==> config.mk <==
export PLATFORM = sky130hd
export DESIGN_NAME = rv32i_alu_issue_flat
export DESIGN_NICKNAME = d
export VERILOG_FILES = /design/src/rtl/rv32i_alu_issue_if.sv /design/src/rtl/rv32i_alu_issue.sv /design/src/flat_wrapper.sv
export SDC_FILE = /design/constraint.sdc
export NUM_CORES = 1
export LEC_CHECK = 0
export ABC_CLOCK_PERIOD_IN_PS = 3000
export CELL_PAD_IN_SITES_DETAIL_PLACEMENT = 0
export CELL_PAD_IN_SITES_GLOBAL_PLACEMENT = 1
export CORE_MARGIN = 10
export CORE_UTILIZATION = 30
export CTS_BUF_LIST = sky130_fd_sc_hd__clkbuf_4
export DETAILED_ROUTE_END_ITERATION = 7
export MAX_ROUTING_LAYER = met4
export PLACE_DENSITY = 0.85
export SLEW_MARGIN = 20
export SYNTH_ARGS = -nofsm -noshare
export SYNTH_HDL_FRONTEND = slang
export SYNTH_SLANG_ARGS = --single-unit
==> constraint.sdc <==
create_clock -name clk -period 3 [get_ports clk]
set_input_delay 0.45 -clock clk [delete_from_list [all_inputs] [get_ports clk]]
set_output_delay 0.45 -clock clk [all_outputs]
set_load 0.1 [all_outputs]
==> src/rtl/rv32i_alu_issue_if.sv <==
// Handshake bundle between the decode/issue stage and its neighbours:
// the instruction/operand side (in_*) and the ALU op/operand side (out_*).
interface rv32i_alu_issue_if #(
  parameter int RD_W = 5,
  parameter int OP_W = 5
);
  logic            in_valid;
  logic            in_ready;
  logic [31:0]     in_inst;
  logic [31:0]     in_pc;
  logic [31:0]     in_rs1_val;
  logic [31:0]     in_rs2_val;
  logic            out_valid;
  logic            out_ready;
  logic [OP_W-1:0] out_op;
  logic [31:0]     out_a;
  logic [31:0]     out_b;
  logic [RD_W-1:0] out_rd;
  logic            out_illegal;

  modport slave (
    input  in_valid, in_inst, in_pc, in_rs1_val, in_rs2_val, out_ready,
    output in_ready, out_valid, out_op, out_a, out_b, out_rd, out_illegal
  );

  modport master (
    output in_valid, in_inst, in_pc, in_rs1_val, in_rs2_val, out_ready,
    input  in_ready, out_valid, out_op, out_a, out_b, out_rd, out_illegal
  );
endinterface

==> src/rtl/rv32i_alu_issue.sv <==
// RV32I decode/issue stage: decodes one instruction per transfer into an ALU op and operands.
// Define ALU_ISSUE_SKID_EN for a one-entry skid buffer with a registered in_ready.
module rv32i_alu_issue #(
  parameter int RD_W = 5,
  parameter int OP_W = 5
) (
  input  logic                   clk,
  input  logic                   rst_n,
  input  logic                   flush,
  rv32i_alu_issue_if.slave       bus
);

  typedef enum logic [6:0] {
    OPC_OP     = 7'b0110011,
    OPC_OP_IMM = 7'b0010011,
    OPC_LUI    = 7'b0110111,
    OPC_AUIPC  = 7'b0010111,
    OPC_LOAD   = 7'b0000011,
    OPC_STORE  = 7'b0100011
  } opcode_e;

  localparam logic [OP_W-1:0] OP_ADD = OP_W'(0);
  localparam logic [OP_W-1:0] OP_SRL = OP_W'(5);
  localparam logic [OP_W-1:0] OP_SRA = OP_W'(13);
  localparam logic [6:0]      F7_ALT = 7'b0100000;

  typedef struct packed {
    logic [OP_W-1:0] op;
    logic [31:0]     a;
    logic [31:0]     b;
    logic [RD_W-1:0] rd;
    logic            illegal;
  } issue_t;

  issue_t      dec;
  issue_t      out_q, out_d;
  logic        out_valid_q, out_valid_d;
  logic        out_free;
  logic        in_fire;
  logic        dec_ill;
  logic [2:0]  f3;
  logic [6:0]  f7;
  logic [31:0] imm_i, imm_s, imm_u, shamt;

  assign f3    = bus.in_inst[14:12];
  assign f7    = bus.in_inst[31:25];
  assign imm_i = {{20{bus.in_inst[31]}}, bus.in_inst[31:20]};
  assign imm_s = {{20{bus.in_inst[31]}}, bus.in_inst[31:25], bus.in_inst[11:7]};
  assign imm_u = {bus.in_inst[31:12], 12'b0};
  assign shamt = {27'b0, bus.in_inst[24:20]};

  // NOTE: every variable written here gets a default first, so no path leaves it unassigned (no latch).
  always_comb begin
    dec         = '0;
    dec.op      = OP_ADD;
    dec.rd      = bus.in_inst[11:7];
    dec_ill     = 1'b0;
    case (bus.in_inst[6:0])
      OPC_OP: begin
        dec.a  = bus.in_rs1_val;
        dec.b  = bus.in_rs2_val;
        dec.op = OP_W'({bus.in_inst[30], f3});
        if (!((f7 == 7'b0) || ((f7 == F7_ALT) && ((f3 == 3'b000) || (f3 == 3'b101)))))
          dec_ill = 1'b1;
      end
      OPC_OP_IMM: begin
        dec.a  = bus.in_rs1_val;
        dec.b  = imm_i;
        dec.op = OP_W'({1'b0, f3});
        if (f3 == 3'b001) begin
          dec.b = shamt;
          if (f7 != 7'b0) dec_ill = 1'b1;
        end else if (f3 == 3'b101) begin
          dec.b = shamt;
          if (f7 == 7'b0)         dec.op  = OP_SRL;
          else if (f7 == F7_ALT)  dec.op  = OP_SRA;
          else                    dec_ill = 1'b1;
        end
      end
      OPC_LUI: begin
        dec.b = imm_u;
      end
      OPC_AUIPC: begin
        dec.a = bus.in_pc;
        dec.b = imm_u;
      end
      OPC_LOAD: begin
        dec.a = bus.in_rs1_val;
        dec.b = imm_i;
      end
      OPC_STORE: begin
        dec.a  = bus.in_rs1_val;
        dec.b  = imm_s;
        dec.rd = '0;
      end
      default: dec_ill = 1'b1;
    endcase
    // Any undecodable encoding issues as a harmless ADD 0,0 with no destination.
    if (dec_ill) begin
      dec         = '0;
      dec.op      = OP_ADD;
      dec.illegal = 1'b1;
    end
  end

  assign out_free = !out_valid_q || bus.out_ready;

`ifdef ALU_ISSUE_SKID_EN
  issue_t skid_q, skid_d;
  logic   skid_valid_q, skid_valid_d;
  logic   in_ready_q, in_ready_d;

  assign in_fire = bus.in_valid && in_ready_q;

  always_comb begin
    out_d        = out_q;
    out_valid_d  = out_valid_q;
    skid_d       = skid_q;
    skid_valid_d = skid_valid_q;
    if (flush) begin
      out_valid_d  = 1'b0;
      skid_valid_d = 1'b0;
    end else if (skid_valid_q) begin
      // in_ready is low while the skid holds data, so nothing new arrives here.
      if (out_free) begin
        out_d        = skid_q;
        out_valid_d  = 1'b1;
        skid_valid_d = 1'b0;
      end
    end else if (in_fire) begin
      if (out_free) begin
        out_d       = dec;
        out_valid_d = 1'b1;
      end else begin
        skid_d       = dec;
        skid_valid_d = 1'b1;
      end
    end else if (bus.out_ready) begin
      out_valid_d = 1'b0;
    end
    in_ready_d = !skid_valid_d;
  end

  always_ff @(posedge clk or negedge rst_n) begin
    if (!rst_n) begin
      skid_q       <= '0;
      skid_valid_q <= 1'b0;
      in_ready_q   <= 1'b1;
    end else begin
      skid_q       <= skid_d;
      skid_valid_q <= skid_valid_d;
      in_ready_q   <= in_ready_d;
    end
  end

  assign bus.in_ready = in_ready_q;
`else
  assign in_fire = bus.in_valid && out_free;

  always_comb begin
    out_d       = out_q;
    out_valid_d = out_valid_q;
    if (flush) begin
      out_valid_d = 1'b0;
    end else if (in_fire) begin
      out_d       = dec;
      out_valid_d = 1'b1;
    end else if (bus.out_ready) begin
      out_valid_d = 1'b0;
    end
  end

  assign bus.in_ready = out_free;
`endif

  // NOTE: sequential state uses non-blocking assignments only; the payload is reset too
  // because the outputs must read as zero after reset, not just the valid bit.
  always_ff @(posedge clk or negedge rst_n) begin
    if (!rst_n) begin
      out_q       <= '0;
      out_valid_q <= 1'b0;
    end else begin
      out_q       <= out_d;
      out_valid_q <= out_valid_d;
    end
  end

  assign bus.out_valid   = out_valid_q;
  assign bus.out_op      = out_q.op;
  assign bus.out_a       = out_q.a;
  assign bus.out_b       = out_q.b;
  assign bus.out_rd      = out_q.rd;
  assign bus.out_illegal = out_q.illegal;

endmodule

==> src/flat_wrapper.sv <==
// flat-port wrapper written by rule: the top's interface ports become plain ports
module rv32i_alu_issue_flat 
#(
  parameter int RD_W = 5,
  parameter int OP_W = 5
)
  (clk, rst_n, flush, bus_in_valid, bus_in_inst, bus_in_pc, bus_in_rs1_val, bus_in_rs2_val, bus_out_ready, bus_in_ready, bus_out_valid, bus_out_op, bus_out_a, bus_out_b, bus_out_rd, bus_out_illegal);
  rv32i_alu_issue_if #(.RD_W(RD_W), .OP_W(OP_W)) bus_i ();
  input  logic clk;
  input  logic rst_n;
  input  logic flush;
  input wire logic [$bits(bus_i.in_valid)-1:0] bus_in_valid;
  input wire logic [$bits(bus_i.in_inst)-1:0] bus_in_inst;
  input wire logic [$bits(bus_i.in_pc)-1:0] bus_in_pc;
  input wire logic [$bits(bus_i.in_rs1_val)-1:0] bus_in_rs1_val;
  input wire logic [$bits(bus_i.in_rs2_val)-1:0] bus_in_rs2_val;
  input wire logic [$bits(bus_i.out_ready)-1:0] bus_out_ready;
  output wire logic [$bits(bus_i.in_ready)-1:0] bus_in_ready;
  output wire logic [$bits(bus_i.out_valid)-1:0] bus_out_valid;
  output wire logic [$bits(bus_i.out_op)-1:0] bus_out_op;
  output wire logic [$bits(bus_i.out_a)-1:0] bus_out_a;
  output wire logic [$bits(bus_i.out_b)-1:0] bus_out_b;
  output wire logic [$bits(bus_i.out_rd)-1:0] bus_out_rd;
  output wire logic [$bits(bus_i.out_illegal)-1:0] bus_out_illegal;
  assign bus_i.in_valid = bus_in_valid;
  assign bus_i.in_inst = bus_in_inst;
  assign bus_i.in_pc = bus_in_pc;
  assign bus_i.in_rs1_val = bus_in_rs1_val;
  assign bus_i.in_rs2_val = bus_in_rs2_val;
  assign bus_i.out_ready = bus_out_ready;
  assign bus_in_ready = bus_i.in_ready;
  assign bus_out_valid = bus_i.out_valid;
  assign bus_out_op = bus_i.out_op;
  assign bus_out_a = bus_i.out_a;
  assign bus_out_b = bus_i.out_b;
  assign bus_out_rd = bus_i.out_rd;
  assign bus_out_illegal = bus_i.out_illegal;
  rv32i_alu_issue #(.RD_W(RD_W), .OP_W(OP_W)) u_core (.clk(clk), .rst_n(rst_n), .flush(flush), .bus(bus_i));
endmodule
==> results.ini, run 1 <==
[power]
comb_power_share = 0.206
powerDensity_nw_per_um2 = 371
clkPwrFrac = 0.318
p_leak_nw = 2.55
pwr-share-seq = 0.476
p_int_mw = 1.55
switching_share = 0.282
p_sw_mw = 0.611
vdd_drop_max_v = 0.000163
total_power_mw = 2.16

[synth]
yosysTopAreaCell = dfrtp_1
syn_nets = 502
seq_area_frac_synth = 0.511
ys_async_sr_fraction = 1.00
synth_edf_count = 0
avgSynthCellArea_um2 = 9.95
post_synth_instance_area_um2 = 3670
yosys_warnings = 0
synth_flop_cell = dfrtp_1
syn_inst = 369
ys_top_cells_by_area = dfrtp_1 51%, a22oi_1 16%, o31ai_1 9.0%, nand2_1 8.1%, clkbuf_1 2.0%
yosysUniqueCellTypes = 38
synth-seq-cells = 75
yosysTopAreaCellShare = 0.511

[worst_setup_path]
arrival_ns = 2.61
path_max_fanout = 33
rr_endpoint = u_core.bus.out_b[16]
cp_top_family = buffers and inverters
startpoint_type = input port
path_class = input port to register
crit_buf_inv = 2
reg2reg_slack_ns = 1.17
r2r-start = u_core.bus.out_valid
path_cells = clkdlybuf4s50_1, nand4bb_1, nor2_2, buf_4, o21ai_1, o31ai_1
cp-end-kind = register
crit_path_top_delay_cell = clkdlybuf4s50_1
worst_ep_required_time_ns = 3.33
slowest_delay_ns = 0.39
reg2regPathDepth = 5

[timing]
fin_crit_ns = 2.28
slew_viol_final = 0
skew_ns = 0.0143
final.period_utilization = 0.761
maxSlewHeadroom = 0.360
tightest_slew_ns = 0.960
setup_violations = 0
grt_setup_unrepaired = false
max_freq_ghz = 0.438
fin_setup_tns_ns = 0
finalHoldViolations = 0

[clocking]
post_cts_buffers = 0
cts_root_buf = clkbuf_4
cts_resized = 0
h-tree-depth = 3
clk_pin_slew_ns = 0.13
clock_latency_ns = 0.42
cts-hold-fix-buffers = 0
cts_buffer_depth = 2
cts-buffers-inserted = 9
cts_tree = yes
cts.sinks = 75

[place]
placedInstanceArea_um2 = 5680
place_hpwl_um = 10800
place_congestion = 0.809
port_buffers = 208

[floorplan]
ioPinCount = 210
core_area_um2 = 12000
dieWidth_um = 131
die_height_um = 131
rows = 40
start_util = 0.306
die_area_um2 = 17100

[finish]
fillers = 1159
final_area_um2 = 5840
syn2layout_area_growth_pct = 59.0
nNetsFinal = 696
drive_gt1_frac = 0.198

[grt]
grt.total_usage = 0.165
overflow = 0
top_usage_layer = met2
antenna_found_initial = 1
grt_max_degree = 118
grt_use_met1 = 0.187
gr-usage-met3 = 0.0496
grt_pass1_wl_um = 21300
grt_use_met2 = 0.271
first_global_vias = 3884

[routing]
post_drt_wl_per_cell_um = 19.8
drt-initial-drc-count = 310
wirelength_um = 14200
dr.pass1.iters = 5
ant_nets = 0
vias_per_cell = 5.13
drc = 0
vias = 3669

[min_path]
min_path_type = input port to async pin

[flow_run]
max_cap_violations = 0

[outcome]
status = finished clean

[final cells by class]
type                       instances  area [µm²]  area share
timing repair buffer             220        1990       0.341
antenna                            1        2.50    0.000429
inverter                           3        11.3     0.00193
multi-input combinational        254        1620       0.278
clock inverter                     6        81.3      0.0139
clock buffer                       9        67.6      0.0116
tap                              147         184      0.0315
sequential                        75        1880       0.321
[layer usage]
metal / wire length, µm / part of all wire
met1: 5810 / 0.41
met2: 7050 / 0.50
met3: 1180 / 0.083
met4: 157 / 0.011
met5: 0 / 0
[cells in the mapped netlist (all sizes together), types with 2 or more instances]
| cell | number |
|---|---|
| a22o | 5 |
| a22oi | 79 |
| and2 | 2 |
| buf | 17 |
| clkbuf | 20 |
| dfrtp | 75 |
| inv | 3 |
| mux2i | 5 |
| nand2 | 79 |
| nor2 | 6 |
| nor2b | 2 |
| o21a | 2 |
| o21ai | 11 |
| o31ai | 44 |
[registers in the layout (all words and copies together) (netlist names)]
signal,count
u_core.bus.out_illegal,1
u_core.bus.out_rd,5
u_core.bus.out_valid,1
u_core.bus.out_a,32
u_core.bus.out_op,4
u_core.bus.out_b,32
[how the worst max path moves through the flow]
| stage | slack, ns | endpoint | from | cells past startpoint |
|---|---|---|---|---|
| detailed placement | 0.15 | u_core.bus.out_b[14] | bus_in_inst[12] | 6 |
| finish | 0.72 | u_core.bus.out_b[2] | bus_in_inst[3] | 6 |
| global route | 0.55 | u_core.bus.out_b[1] | bus_in_inst[6] | 6 |
| CTS | 0.62 | u_core.bus.out_b[16] | bus_in_inst[12] | 6 |
| floorplan | 0.24 | u_core.bus.out_a[10] | u_core.bus.out_valid | 8 |
| global placement | 0.26 | u_core.bus.out_b[16] | bus_in_inst[12] | 6 |
[worst register-to-register path, stage by stage, from the launching register on]
cell and delay, ns:
dfrtp_1 0.39, nor2b_1 0.16, inv_1 0.08, nand3b_1 0.24
a31oi_4 0.60, a22oi_1 0.21
[power by group through the flow]
stage,sequential (mW),combinational [mW],clock (mW)
2_1_floorplan,1.14,0.0998,0
3_3_place_gp,1.05,0.442,0
3_5_place_dp,1.05,0.447,0
4_1_cts,1.03,0.448,0.713
5_1_grt,1.03,0.474,0.756
6_report,1.03,0.446,0.689
[metrics by stage]
stage                      util  worst slack (ns)  std cells  hold slack, ns
after global routing      0.486             0.546        715           0.230
after detailed placement  0.473             0.154        699           0.468
after CTS                 0.485             0.625        714           0.175
after global placement    0.473             0.259        699           0.463
final                     0.486             0.718        715           0.165
after floorplan               -             0.240        369           0.154
[placed cells by master (no fill, tap or decap), types with 2 or more instances in the layout]
master and n:
clkdlybuf4s50_1 131, buf_4 88, nand2_1 79, a22oi_1 79, dfrtp_1 75, o31ai_1 44
clkbuf_4 9, o21ai_0 8, nor2_1 5, a22o_1 5, mux2i_1 5, inv_1 3
o21a_1 2, o21ai_1 2, and2_1 2, clkinv_2 2, bufinv_16 2
[kinds of logic (layout without fill, tap and decap cells)]
kind of cell / Yosys count / in the layout / synth area share
AOI/OAI and AO/OA: 149 / 149 / 0.304
DFF: 75 / 75 / 0.511
and+or+nand+nor: 98 / 98 / 0.116
muxes: 5 / 5 / 0.0136
xor gates and xnor gates: 1 / 1 / 0.00239
buffers and inverters: 40 / 238 / 0.0525
other: 1 / 2 / 0.00102
No activity file was read; power rests on OpenSTA's default activity.
==> run 2, diff against run 1 <==
Settings changed: ABC_CLOCK_PERIOD_IN_PS 3000 to 2310, CORE_UTILIZATION 30 to 28, PLACE_DENSITY 0.85 to 0.8.
Clock period 3 ns to 2.31 ns, I/O delays scaled along.
==> run 2 against run 1 <==
- critical path depth increased by 1
- combinational power is 38% higher
- sequential cell count unchanged
- clock-buffer cell count is 4 higher
- critical path type unchanged
- critical endpoint is now u_core.bus.out_a[10]
- first-iteration DRC count is 31% lower
- via count grew 4.3%
- global-route usage shrank 0.15 points
- routed wire length up 4.0%
- core utilization fell by 0.86 points
- largest cell class unchanged
==> results.ini, run 2 (synthesis gave the netlist of run 1 again) <==
[timing]
whs_ns = 0.445  ; was 0.165 ns
skew_ns = 0.0129  ; was 0.0143 ns
max_freq_ghz = 0.535
grt_setup_unrepaired = false  ; unchanged
slew_viol_final = 0  ; unchanged
final.period_utilization = 0.809
tightest_slew_ns = 0.525  ; was 0.960 ns
setup_ws_ns = 0.441  ; was 0.718 ns
setup_violations = 0  ; unchanged
fin_setup_tns_ns = 0  ; unchanged
finalHoldViolations = 0  ; unchanged
fin_crit_ns = 1.87
maxSlewHeadroom = 0.650  ; was 0.360

[worst_setup_path]
crit_path_top_delay_cell = clkdlybuf4s50_1  ; unchanged
reg2regPathDepth = 6  ; was 5
path_class = input port to register  ; unchanged
path_max_fanout = 28  ; was 33
worst_ep_required_time_ns = 2.63  ; was 3.33 ns
arrival_ns = 2.18  ; was 2.61 ns
startpoint_type = input port  ; unchanged
cp-end-kind = register  ; unchanged
slowest_delay_ns = 0.46  ; was 0.39 ns
path_cells = clkdlybuf4s50_1, nor4_4, a311oi_1, o22ai_2, o21ai_2, buf_12, o31ai_1  ; was clkdlybuf4s50_1, nand4bb_1, nor2_2, buf_4, o21ai_1, o31ai_1

[routing]
vias_per_cell = 5.06  ; was 5.13
wirelength_um = 14800  ; was 14200 µm
vias = 3827  ; was 3669
wl_met3_um = 951  ; was 1180 µm
top_layer = met4  ; unchanged
wl_met2_um = 7030  ; was 7050 µm
wl_met1_um = 6510  ; was 5810 µm
post_drt_wl_per_cell_um = 19.5  ; was 19.8 µm
drt-initial-drc-count = 214  ; was 310
dr.pass1.iters = 6  ; was 5
drc = 0  ; unchanged
ant_nets = 0  ; unchanged

[clocking]
clk_pin_slew_ns = 0.12  ; was 0.13 ns
h-tree-depth = 3  ; unchanged
cts-buffers-inserted = 9  ; unchanged
cts_root_buf = clkbuf_4  ; unchanged
cts.sinks = 75  ; unchanged
clock_latency_ns = 0.42  ; about the same
cts_tree = yes  ; unchanged
post_cts_buffers = 0  ; unchanged
cts_buffer_depth = 2  ; unchanged

[finish]
syn2layout_area_growth_pct = 65.4  ; was 59.0%
fin_cells = 757  ; was 715
final_cell_mix = 131 x clkdlybuf4s50_1, 94 x buf_4, 79 x nand2_1, 79 x a22oi_1, 74 x dfrtp_1  ; was 131 x clkdlybuf4s50_1, 88 x buf_4, 79 x nand2_1, 79 x a22oi_1, 75 x dfrtp_1
final_area_um2 = 6070  ; was 5840 µm²
utilization = 0.477  ; was 0.486
layout_commonest_cell = clkdlybuf4s50_1  ; unchanged
nNetsFinal = 712  ; was 696
drive_gt1_frac = 0.226  ; was 0.198

[power]
pwr-share-seq = 0.501  ; was 0.476
p_leak_nw = 2.65  ; was 2.55 nW
p_int_mw = 1.89  ; was 1.55 mW
switching_share = 0.294  ; was 0.282
p_sw_mw = 0.785  ; was 0.611 mW
clkPwrFrac = 0.268  ; was 0.318
comb_power_share = 0.231  ; was 0.206
vdd_drop_max_v = 0.000193  ; was 0.000163 V
powerDensity_nw_per_um2 = 440  ; was 371 nW/µm²
total_power_mw = 2.67  ; was 2.16 mW

[grt]
overflow = 0  ; unchanged
grt.total_usage = 0.163  ; was 0.165
grt_pass1_wl_um = 22800  ; was 21300 µm
first_global_vias = 4105  ; was 3884
antenna_found_initial = 1  ; unchanged
grt_max_degree = 69  ; was 118

[place]
place_ws_ns = -0.0134  ; was 0.154 ns
placedInstanceArea_um2 = 5950  ; was 5680 µm²
place_hpwl_um = 11700  ; was 10800 µm
place_congestion = 0.879  ; was 0.809
port_buffers = 208  ; unchanged
dpl.cell_count = 739  ; was 699

[floorplan]
die_area_um2 = 18100  ; was 17100 µm²
start_util = 0.289  ; was 0.306
rows = 41  ; was 40
dieWidth_um = 135  ; was 131 µm
core_area_um2 = 12700  ; was 12000 µm²
ioPinCount = 210  ; unchanged
die_height_um = 135  ; was 131 µm

[min_path]
min_path_type = input port to async pin  ; unchanged

[flow_run]
max_cap_violations = 0  ; unchanged

[outcome]
status = finished clean  ; unchanged

==> run 2: worst paths after layout <==
path,from,to,slack [ns]
max,bus_in_inst[25],u_core.bus.out_a[10],0.44
min,rst_n,u_core.bus.out_a[24],0.44
max reg2reg,u_core.bus.out_valid,u_core.bus.out_b[25],0.57
min reg2reg,u_core.bus.out_a[21],u_core.bus.out_a[21],0.49
max in group asynchronous,rst_n,u_core.bus.out_a[25],1.27
min in group clk,u_core.bus.out_a[21],u_core.bus.out_a[21],0.49
==> run 2: what timing repair did <==
item,in CTS,in global routing
endpoints found under the hold margin,37,0
gates resized for setup,0,0
hold buffers,1,0
==> run 2: final cells by class <==
| class | instances | area [µm²] |
|---|---|---|
| Inverter | 3 | 15.0 |
| Sequential cell | 75 | 1880 |
| Fill cell | 1272 | 6650 |
| Multi-Input combinational cell | 254 | 1620 |
| Timing Repair Buffer | 236 | 2230 |
| Clock buffer | 13 | 97.6 |
| Tap cell | 172 | 215 |
| Clock inverter | 3 | 15.0 |
| Antenna cell | 1 | 2.50 |
==> run 2: per-layer routing <==
metal  global-route usage  vias up
li1                     -     1804
met1                0.200     1823
met2                0.261      184
met3               0.0382       16
met4               0.0556        0
met5                    -        -
==> run 2: worst max-delay path: cells and delay by family <==
family | cells | cell delay (ns)
AND/OR/NAND/NOR | 1 | 0.35
AO/OA/AOI/OAI | 4 | 0.83
buffers and inverters | 2 | 0.65
==> run 2: power groups by stage <==
stage,combinational (mW),sequential (mW),clock (mW)
CTS,0.624,1.34,0.750
global route,0.655,1.34,0.802
floorplan,0.134,1.48,0
detailed placement,0.622,1.36,0
global placement,0.615,1.36,0
finish,0.616,1.34,0.716
